`src/rtl/bram_fifo_ctrl_pkg.sv`:
```
// Shared constants for the BRAM-backed streaming FIFO.
// Grant codes select which side owns the single BRAM port.
package bram_pkg;

  localparam int DATA_W = 8;
  localparam int ADDR_W = 8;
  localparam int DEPTH  = 2**ADDR_W;

  typedef logic [1:0] gnt_t;

  localparam gnt_t GNT_IDLE  = 2'd0;
  localparam gnt_t GNT_WRITE = 2'd1;
  localparam gnt_t GNT_READ  = 2'd2;

endpackage

```
`src/rtl/bram_fifo_ctrl_if.sv`:
```
// Push/pop stream handshakes plus FIFO status.
// master = producer/consumer side, slave = FIFO controller.
interface bram_fifo_ctrl_if
  import bram_pkg::*;
#(
  parameter int DW = DATA_W,
  parameter int AW = ADDR_W
);

  logic [DW-1:0] in_data;
  logic          in_valid;
  logic          in_ready;
  logic [DW-1:0] out_data;
  logic          out_valid;
  logic          out_ready;
  logic [AW+2:0] count;
  logic          full;
  logic          empty;

  modport master (
    output in_data,
    output in_valid,
    input  in_ready,
    input  out_data,
    input  out_valid,
    output out_ready,
    input  count,
    input  full,
    input  empty
  );

  modport slave (
    input  in_data,
    input  in_valid,
    output in_ready,
    output out_data,
    output out_valid,
    input  out_ready,
    output count,
    output full,
    output empty
  );

endinterface

```
`src/rtl/bram_prefetch_buf.sv`:
```
// Two-entry capture/pop buffer that hides the BRAM read latency.
// Entry b0 is the head; a capture lands behind whatever remains.
module bram_prefetch_buf
  import bram_pkg::*;
#(
  parameter int DW = DATA_W
) (
  input  logic          clk,
  input  logic          rst,
  input  logic          flush,
  input  logic          cap,
  input  logic [DW-1:0] cap_data,
  input  logic          out_ready,
  output logic [DW-1:0] out_data,
  output logic          out_valid,
  output logic [1:0]    buf_cnt
);

  logic [DW-1:0] b0, b1;
  logic [DW-1:0] b0_n, b1_n;
  logic [1:0]    cnt_n;
  logic          pop;

  assign pop      = out_ready && (buf_cnt != 2'd0);
  assign out_data = b0;

  always_comb begin
    b0_n  = b0;
    b1_n  = b1;
    cnt_n = buf_cnt;
    unique case ({pop, cap})
      2'b11: begin
        if (buf_cnt == 2'd1) begin
          b0_n = cap_data;
        end else begin
          b0_n = b1;
          b1_n = cap_data;
        end
      end
      2'b10: begin
        b0_n  = b1;
        cnt_n = buf_cnt - 2'd1;
      end
      2'b01: begin
        if (buf_cnt == 2'd0) b0_n = cap_data;
        else                 b1_n = cap_data;
        cnt_n = buf_cnt + 2'd1;
      end
      default: ;
    endcase
  end

  always_ff @(posedge clk or posedge rst) begin
    if (rst) begin
      b0        <= '0;
      b1        <= '0;
      buf_cnt   <= 2'd0;
      out_valid <= 1'b0;
    end else if (flush) begin
      b0        <= '0;
      b1        <= '0;
      buf_cnt   <= 2'd0;
      out_valid <= 1'b0;
    end else begin
      b0        <= b0_n;
      b1        <= b1_n;
      buf_cnt   <= cnt_n;
      out_valid <= (cnt_n != 2'd0);
    end
  end

endmodule

```
`src/rtl/bram_fifo_ctrl.sv`:
```
// Streaming FIFO controller over a single-port BRAM (bram_top).
// Arbitrates the shared address port between push writes and prefetch reads.
module bram_fifo_ctrl
  import bram_pkg::*;
#(
  parameter int DW = DATA_W,
  parameter int AW = ADDR_W
) (
  input  logic               clk,
  input  logic               rst,
  input  logic               flush,
  bram_fifo_ctrl_if.slave    strm,
  output logic [AW-1:0]      addrs,
  output logic [DW-1:0]      data,
  output logic               WE,
  output logic               RE,
  input  logic [DW-1:0]      q
);

  localparam logic [AW:0] DEP = (AW+1)'(2**AW);

  logic [AW-1:0] wr_ptr, rd_ptr;
  logic [AW:0]   mem_cnt;
  logic          rd_pend;
  logic [1:0]    buf_cnt;
  gnt_t          gnt;
  logic          mem_nz, mem_nf, rd_ok;

  assign mem_nz = (mem_cnt != '0);
  assign mem_nf = (mem_cnt != DEP);
  assign rd_ok  = mem_nz &&
                  (({1'b0, buf_cnt} + {2'b00, rd_pend}) < 3'd2);

  // Reads win only when the head would otherwise run dry.
  always_comb begin
    gnt = GNT_IDLE;
    if (rst || flush) begin
      gnt = GNT_IDLE;
    end else if (rd_ok && (buf_cnt == 2'd0 || !strm.in_valid)) begin
      gnt = GNT_READ;
    end else if (strm.in_valid && mem_nf) begin
      gnt = GNT_WRITE;
    end
  end

  assign strm.in_ready = mem_nf && (gnt != GNT_READ) && !flush && !rst;

  always_comb begin
    WE    = 1'b0;
    RE    = 1'b0;
    addrs = rd_ptr;
    data  = '0;
    unique case (1'b1)
      (gnt == GNT_WRITE): begin
        WE    = 1'b1;
        addrs = wr_ptr;
        data  = strm.in_data;
      end
      (gnt == GNT_READ): begin
        RE    = 1'b1;
      end
      default: ;
    endcase
  end

  always_ff @(posedge clk or posedge rst) begin
    if (rst) begin
      wr_ptr  <= '0;
      rd_ptr  <= '0;
      mem_cnt <= '0;
      rd_pend <= 1'b0;
    end else if (flush) begin
      wr_ptr  <= '0;
      rd_ptr  <= '0;
      mem_cnt <= '0;
      rd_pend <= 1'b0;
    end else begin
      rd_pend <= (gnt == GNT_READ);
      if (gnt == GNT_WRITE) begin
        wr_ptr  <= wr_ptr + AW'(1);
        mem_cnt <= mem_cnt + (AW+1)'(1);
      end
      if (gnt == GNT_READ) begin
        rd_ptr  <= rd_ptr + AW'(1);
        mem_cnt <= mem_cnt - (AW+1)'(1);
      end
    end
  end

  bram_prefetch_buf #(.DW(DW)) u_buf (
    .clk       (clk),
    .rst       (rst),
    .flush     (flush),
    .cap       (rd_pend),
    .cap_data  (q),
    .out_ready (strm.out_ready),
    .out_data  (strm.out_data),
    .out_valid (strm.out_valid),
    .buf_cnt   (buf_cnt)
  );

  assign strm.count = (AW+3)'(mem_cnt) + (AW+3)'(rd_pend) +
                      (AW+3)'(buf_cnt);
  assign strm.full  = !mem_nf;
  assign strm.empty = (strm.count == '0);

endmodule
```
`src/flat_wrapper.sv`:
```
// flat-port wrapper written by rule: the top's interface ports become plain ports
module bram_fifo_ctrl_flat import bram_pkg::*;
#(
  parameter int DW = DATA_W,
  parameter int AW = ADDR_W
)
  (clk, rst, flush, addrs, data, WE, RE, q, strm_in_data, strm_in_valid, strm_in_ready, strm_out_data, strm_out_valid, strm_out_ready, strm_count, strm_full, strm_empty);
  bram_fifo_ctrl_if #(.DW(DW), .AW(AW)) strm_i ();
  input  logic clk;
  input  logic rst;
  input  logic flush;
  output logic [AW-1:0] addrs;
  output logic [DW-1:0] data;
  output logic WE;
  output logic RE;
  input  logic [DW-1:0] q;
  input wire logic [$bits(strm_i.in_data)-1:0] strm_in_data;
  input wire logic [$bits(strm_i.in_valid)-1:0] strm_in_valid;
  output wire logic [$bits(strm_i.in_ready)-1:0] strm_in_ready;
  output wire logic [$bits(strm_i.out_data)-1:0] strm_out_data;
  output wire logic [$bits(strm_i.out_valid)-1:0] strm_out_valid;
  input wire logic [$bits(strm_i.out_ready)-1:0] strm_out_ready;
  output wire logic [$bits(strm_i.count)-1:0] strm_count;
  output wire logic [$bits(strm_i.full)-1:0] strm_full;
  output wire logic [$bits(strm_i.empty)-1:0] strm_empty;
  assign strm_i.in_data = strm_in_data;
  assign strm_i.in_valid = strm_in_valid;
  assign strm_in_ready = strm_i.in_ready;
  assign strm_out_data = strm_i.out_data;
  assign strm_out_valid = strm_i.out_valid;
  assign strm_i.out_ready = strm_out_ready;
  assign strm_count = strm_i.count;
  assign strm_full = strm_i.full;
  assign strm_empty = strm_i.empty;
  bram_fifo_ctrl #(.DW(DW), .AW(AW)) u_core (.clk(clk), .rst(rst), .flush(flush), .strm(strm_i), .addrs(addrs), .data(data), .WE(WE), .RE(RE), .q(q));
endmodule
```
`config.mk`:
```
export PLATFORM = sky130hd
export DESIGN_NAME = bram_fifo_ctrl_flat
export DESIGN_NICKNAME = d
export VERILOG_FILES = /design/src/rtl/bram_fifo_ctrl_pkg.sv /design/src/rtl/bram_fifo_ctrl_if.sv /design/src/rtl/bram_prefetch_buf.sv /design/src/rtl/bram_fifo_ctrl.sv /design/src/flat_wrapper.sv
export SDC_FILE = /design/constraint.sdc
export NUM_CORES = 1
export LEC_CHECK = 0
export BUFFER_PORTS_ARGS = -buffer_cell sky130_fd_sc_hd__buf_2
export CORE_MARGIN = 4
export CORE_UTILIZATION = 51
export DETAILED_ROUTE_END_ITERATION = 8
export HOLD_SLACK_MARGIN = 0.15
export PLACE_DENSITY = 0.77
export SKIP_LAST_GASP = 1
export SYNTH_ARGS = -nofsm -noshare
export SYNTH_HDL_FRONTEND = slang
export SYNTH_SLANG_ARGS = --single-unit
```
`constraint.sdc`:
```
create_clock -name clk -period 3.6 [get_ports clk]
set_clock_uncertainty 0.2 [all_clocks]
set_input_delay 0.72 -clock clk [delete_from_list [all_inputs] [get_ports clk]]
set_output_delay 0.72 -clock clk [all_outputs]
set_load 0.03 [all_outputs]
```
==> results.py, run 1 <==
metrics = {
    "timing": {
        "max_slew_margin": 0.596,
        "worst-slew-pin-transition_ns": 0.606,
        "finalHoldViolCount": 0,
        "achievable_clock_frequency_mhz": 261,
        "timing.final.crit_period_ns": 3.83,
        "setup_violations": 1,
        "rsz0062_at_grt": "yes",
        "timing_max_transition_violations_final": 0,
        "layout_worst_path_cycle_share": 1.06,
        "setup_ws_ns": -0.230,
    },
    "global_route": {
        "global_route.overflow_total": 0,
        "globalRouteTotalUtil": 0.205,
        "global_route_wire_length_before_repair_um": 12800,
        "number_of_global_route_vias_before_repair": 2840,
        "initial_antenna_violation_count": 0,
        "maximum_number_of_pins_on_one_net_before_global_route_repair": 45,
    },
    "placed_design": {
        "gp_congestion": 0.878,
        "hpwlAfterDp_um": 5580,
        "placement.cell_area_um2": 3770,
        "io_buffer_count": 60,
        "detailedPlace.worstSlack_ns": -0.103,
    },
    "yosys": {
        "synth.lib_cells_used.distinct": 57,
        "synthTopCellsByArea": "dfrtp_1 35%, ha_1 7.0%, nand2_1 5.9%",
        "netlist.area_leader.share": 0.351,
        "synthesis.nets": 414,
        "postSynthRegisterBits": 45,
        "synth.cell_area_um2": 3210,
        "syn_area_per_cell_um2": 8.60,
        "yosys_warnings": 0,
        "synthCells": 373,
        "synthArstFlopShare": 1.00,
        "share_of_synthesized_area_occupied_by_flip_flops_and_latches": 0.351,
        "synth-edff-count": 0,
        "synth_top_flop_cell": "dfrtp_1",
        "synthDominantAreaCellType": "dfrtp_1",
    },
    "clocking": {
        "clk_latency_ns": 0.30,
        "clkTransAtPathRegs_ns": 0.09,
        "ctsLongestPathBuffers": 2,
        "clk_root_buffer_cell": "clkbuf_8",
        "tritoncts.num_buffers": 5,
        "cts.htree.levels": 2,
        "cts_tree": "done",
        "cts_num_sinks": 45,
        "post_cts_hold_buffer_count": 0,
    },
    "worst_setup_path": {
        "cp-start-kind": "register",
        "timing.reg2reg.worst_path_depth": 15,
        "critical_path.reg2reg.startpoint": "u_core.u_buf.buf_cnt[0]",
        "critical_path_class": "reg2out",
        "r2r_setup_slack_ns": 0.27,
        "crit_arrival_ns": 2.91,
        "worst_r2r_endpoint": "u_core.mem_cnt[7]",
        "cp-end-kind": "primary output",
        "worst_ep_required_time_ns": 2.68,
        "critical_path.max_fanout": 4,
    },
    "floorplanning": {
        "die_x_um": 87.3,
        "dieArea_um2": 7620,
        "row_count": 28,
        "fp.coreArea_um2": 6030,
        "start_util": 0.532,
        "io-pin-count": 62,
        "die_h_um": 87.3,
    },
    "final_layout": {
        "area.growth.synth_to_final_pct": 23.0,
        "layout-drive-gt1-share": 0.264,
        "antenna-diode-count": 0,
        "num-nets-final": 484,
        "final_cell_area_um2": 3950,
    },
    "power_and_ir_drop": {
        "p_per_area_nw_per_um2": 505,
        "power_leakage_nw": 1.88,
        "vdd_ir_drop_max_uv": 357,
    },
    "detailed_routing": {
        "postRouteWirelength_um": 7520,
        "dr.pass1.iters": 4,
        "violation_count_after_the_first_detailed_route_iteration": 161,
        "via_per_inst": 5.71,
        "route.detailed.wl_per_inst_um": 14.5,
        "route.antenna.remaining_nets": 0,
        "drc": 0,
        "routed-via-count": 2960,
    },
    "status": {
        "failed_checks": "setup timing",
        "outcome": "finished with violations",
    },
    "run": {
        "maxCapViolCount": 0,
    },
    "worst_hold_path": {
        "holdCritPathClass": "in2async",
    },
}
-- cell usage after synthesis, types with 6 or more instances --
cell type,number
mux2i_1,14
a22oi_1,7
nand3_1,7
xor2_1,9
clkbuf_1,15
and2_1,8
o21a_1,6
nand2_1,50
dfrtp_1,45
o21ai_0,14
inv_1,12
a211oi_1,10
xnor2_1,20
ha_1,18
nor3_1,9
nor2_1,45
a21oi_1,17
-- through the flow --
step	utilization	cells	power, mW	hold WS (ns)	setup TNS [ns]
after global placement	0.626	510	1.56	0.302	-0.0678
final	0.655	518	1.99	0.286	-0.230
after detailed placement	0.626	510	1.59	0.313	-0.103
after global routing	0.655	518	2.12	0.322	-0.320
after CTS	0.651	518	1.99	0.311	-0.254
after floorplan	-	373	1.36	0.290	-0.175
-- power by group --
part	internal (mW)	switching [mW]	total [mW]
Clock	0.206	0.178	0.384
Sequential	0.566	0.0912	0.657
Combinational	0.390	0.560	0.950
-- placed cells by master (no fill, tap or decap), drive strengths merged, types with 13 or more instances in the layout --
master  instances
a21oi          17
nor2           45
buf            83
xnor2          20
nand2          50
inv            13
ha             18
dfrtp          45
mux2i          14
o21ai          15
-- per-layer routing --
metal,up-vias,wire length [um],GRT usage
met5,-,0,0
met4,0,55,0.0363
met3,9,391,0.0407
met2,87,3660,0.356
met1,1417,3420,0.266
li1,1447,-,-
-- logic make-up after synthesis --
logic type               Yosys count  share of synthesized area
AO/OA/AOI/OAI                     80                      0.167
XOR/XNOR                          29                     0.0792
adder cells (fa/ha/maj)           20                     0.0827
buffers and inverters             33                     0.0429
flip-flops                        45                      0.351
multiplexers                      15                     0.0472
other                              1                    0.00117
AND/OR/NAND/NOR                  150                      0.229
-- area by class of cell --
type	count	area, um^2
Clock buffer	5	68.8
Inverter	13	50.0
Tap cell	75	93.8
Clock inverter	2	38.8
Sequential cell	45	1130
Fill cell	496	2080
Multi-Input combinational cell	295	2090
Timing Repair Buffer	83	479
-- registers in the layout, summed over array words and instances (netlist names) --
name / flops
u_core.mem_cnt: 9
u_core.rd_ptr: 8
u_core.u_buf.b1: 8
u_core.u_buf.out_data: 8
u_core.wr_ptr: 8
u_core.u_buf.buf_cnt: 2
u_core.rd_pend: 1
u_core.u_buf.out_valid: 1
-- worst max-delay path: stages, from the launching register on --
cell      delay (ns)
dfrtp_1         0.42
ha_4            0.18
ha_4            0.22
fa_2            0.39
o21a_1          0.20
a31o_4          0.22
a41oi_4         0.19
xnor2_4         0.09
or3_4           0.34
a211oi_4        0.21
buf_6           0.16
-- how the worst max path moves through the flow --
stage / cells past startpoint / from / to / slack, ns
after floorplan: 9 / u_core.mem_cnt[0] / strm_empty / -0.17
after global placement: 10 / u_core.mem_cnt[0] / strm_empty / -0.07
after detailed placement: 10 / u_core.mem_cnt[0] / strm_empty / -0.10
after CTS: 10 / u_core.rd_pend / strm_empty / -0.24
after global routing: 10 / u_core.rd_pend / strm_empty / -0.32
final: 10 / u_core.rd_pend / strm_empty / -0.23
-- repair_timing --
item                       in CTS  in global routing
setup buffers                   1                  0
pin swaps                       6                  0
setup endpoints to repair       2                 19
resized for setup               7                  7
No activity file was read; power rests on OpenSTA's default activity.
==> run 2, diff against run 1 <==
==> constraint.sdc (replaced) <==
create_clock -name clk -period 3.6 [get_ports clk]
set_clock_uncertainty 0.2 [all_clocks]
set_input_delay 0.9 -clock clk [delete_from_list [all_inputs] [get_ports clk]]
set_output_delay 0.9 -clock clk [all_outputs]
set_load 0.03 [all_outputs]
==> run 2 against run 1 <==
  * The run still ends with setup timing left
  * Final cell count increased by 2.1%
  * Sequential share of layout area decreased by 0.65 points
  * Global-route usage increased by 0.92 points
  * Setup slack got worse by 0.23 ns
  * Total power decreased by 1.3%
  * Clock power decreased by 18%
  * Critical endpoint unchanged
  * Largest cell class unchanged
==> results.py, run 2 (synthesis gave the netlist of run 1 again) <==
metrics = {
    "status": {
        "outcome": "finished with violations",
        "failed_checks": "setup timing",
    },
    "worst_setup_path": {
        "crit_arrival_ns": 2.96,
        "critical_path.max_fanout": 3,
        "critical_path.reg2reg.startpoint": "u_core.mem_cnt[6]",
        "worst_ep_required_time_ns": 2.50,
        "critical_path_class": "reg2out",
        "cp-end-kind": "primary output",
        "worst_r2r_endpoint": "u_core.mem_cnt[8]",
        "cp-start-kind": "register",
        "r2r_setup_slack_ns": 0.33,
        "timing.reg2reg.worst_path_depth": 12,
    },
    "global_route": {
        "global_route.overflow_total": 0,
        "number_of_global_route_vias_before_repair": 2916,
        "maximum_number_of_pins_on_one_net_before_global_route_repair": 45,
        "global_route_wire_length_before_repair_um": 13400,
        "globalRouteTotalUtil": 0.214,
        "initial_antenna_violation_count": 0,
    },
    "final_layout": {
        "largest_register_ff_count": 9,
        "final_cell_mix": "53 x buf_2, 50 x nand2_1, 44 x nor2_1, 44 x dfrtp_1, 31 x buf_4",
        "area.growth.synth_to_final_pct": 25.9,
        "top_register": "u_core.mem_cnt",
        "layout-drive-gt1-share": 0.280,
        "antenna-diode-count": 0,
        "finish.cell_count_without_fillers": 529,
        "final_common_cell": "buf_2",
        "num-nets-final": 494,
    },
    "detailed_routing": {
        "postRouteWirelength_um": 7710,
        "violation_count_after_the_first_detailed_route_iteration": 200,
        "via_per_inst": 5.70,
        "route.antenna.remaining_nets": 0,
        "route.detailed.wl_per_inst_um": 14.6,
        "dr.pass1.iters": 4,
        "drc": 0,
        "routed-via-count": 3014,
    },
    "floorplanning": {
        "die_h_um": 87.3,
        "io-pin-count": 62,
        "row_count": 28,
        "die_x_um": 87.3,
        "fp.coreArea_um2": 6030,
        "dieArea_um2": 7620,
        "start_util": 0.532,
    },
    "timing": {
        "layout_worst_path_cycle_share": 1.13,
        "timing_max_transition_violations_final": 0,
        "timing.final.crit_period_ns": 4.06,
        "rsz0062_at_grt": "yes",
        "setup_violations": 4,
        "max_slew_margin": 0.543,
        "achievable_clock_frequency_mhz": 246,
        "setup_ws_ns": -0.463,
        "finalHoldViolCount": 0,
        "worst-slew-pin-transition_ns": 0.685,
    },
    "power_and_ir_drop": {
        "p_per_area_nw_per_um2": 487,
        "total_power_mw": 1.97,
        "power_leakage_nw": 1.93,
        "vdd_ir_drop_max_uv": 286,
    },
    "clocking": {
        "cts.htree.levels": 2,
        "cts_num_sinks": 45,
        "clkTransAtPathRegs_ns": 0.09,
        "clk_root_buffer_cell": "clkbuf_8",
        "tritoncts.num_buffers": 5,
        "cts_tree": "done",
        "ctsLongestPathBuffers": 2,
        "clk_latency_ns": 0.30,
    },
    "placed_design": {
        "detailedPlace.worstSlack_ns": -0.283,
        "io_buffer_count": 60,
        "gp_congestion": 0.913,
        "hpwlAfterDp_um": 5780,
        "post-place-cells": 515,
    },
    "worst_hold_path": {
        "timing.hold.worst_endpoint": "u_core.u_buf.out_data[4]",
        "hold_path_depth": 2,
        "holdCritPathClass": "reg2reg",
        "min-delay-start": "u_core.u_buf.out_data[4]",
    },
    "run": {
        "maxCapViolCount": 0,
    },
}
run 2: changes by cell type in the layout (fill, tap and decap cells not counted), sizes merged:
cell,previous run,this run
bufinv,1,0
clkinvlp,0,1
buf,83,93
clkbuf,5,6
clkinv,1,2
inv,13,12
run 2: timing repair:
item,in CTS,in global routing
buffers inserted,5,1
gates resized for setup,15,11
pin swaps,6,0
setup endpoints to repair,5,22
hold buffers,0,0
run 2: routing by layer:
layer	vias up	track usage	share of wire
li1	1466	-	-
met1	1434	0.278	0.45
met2	96	0.371	0.48
met3	18	0.0284	0.047
met4	0	0.0628	0.021
met5	-	0	0
run 2: worst max-delay path by stage:
stage | slack [ns] | startpoint | endpoint
after floorplan | -0.35 | u_core.mem_cnt[0] | strm_empty
after global placement | -0.23 | u_core.mem_cnt[0] | strm_empty
after detailed placement | -0.28 | u_core.mem_cnt[0] | strm_empty
after CTS | -0.49 | u_core.rd_pend | strm_empty
after global routing | -0.56 | u_core.mem_cnt[0] | strm_empty
final | -0.46 | u_core.mem_cnt[0] | strm_empty
run 2: critical path, stage by stage, from the launching register on:
cell and delay (ns):
dfrtp_2 0.43, ha_4 0.17, ha_4 0.22, fa_2 0.38, o21a_1 0.18, a31o_2 0.24, a41oi_4 0.20, xnor2_4 0.09
or3_4 0.39, a211oi_4 0.21, buf_6 0.16
run 2: report_power, final:
part           internal (mW)  total (mW)  leakage [nW]  switching [mW]
Combinational          0.428       0.997          1.28           0.569
Clock                  0.138       0.316        0.0414           0.178
Sequential             0.567       0.653         0.607          0.0860
Total                   1.13        1.97          1.93           0.833
run 2: cell type report:
cell class,instances,area (um^2)
tap,75,93.8
clock inverter,2,16.3
inverter,13,53.8
multi-input combinational,295,2070
fill,491,1990
clock buffer,6,72.6
timing repair buffer,93,608
sequential,45,1130
run 2: through the flow:
| stage | util | instance area, um^2 | hold slack, ns | setup TNS [ns] |
|---|---|---|---|---|
| 3_3_place_gp | 0.635 | 3830 | 0.308 | -0.234 |
| 3_5_place_dp | 0.635 | 3830 | 0.313 | -0.283 |
| 4_1_cts | 0.665 | 4010 | 0.335 | -1.16 |
| 6_report | 0.670 | 4040 | 0.328 | -0.960 |
| 5_1_grt | 0.670 | 4040 | 0.377 | -1.41 |
| 2_1_floorplan | - | 3310 | 0.290 | -0.355 |
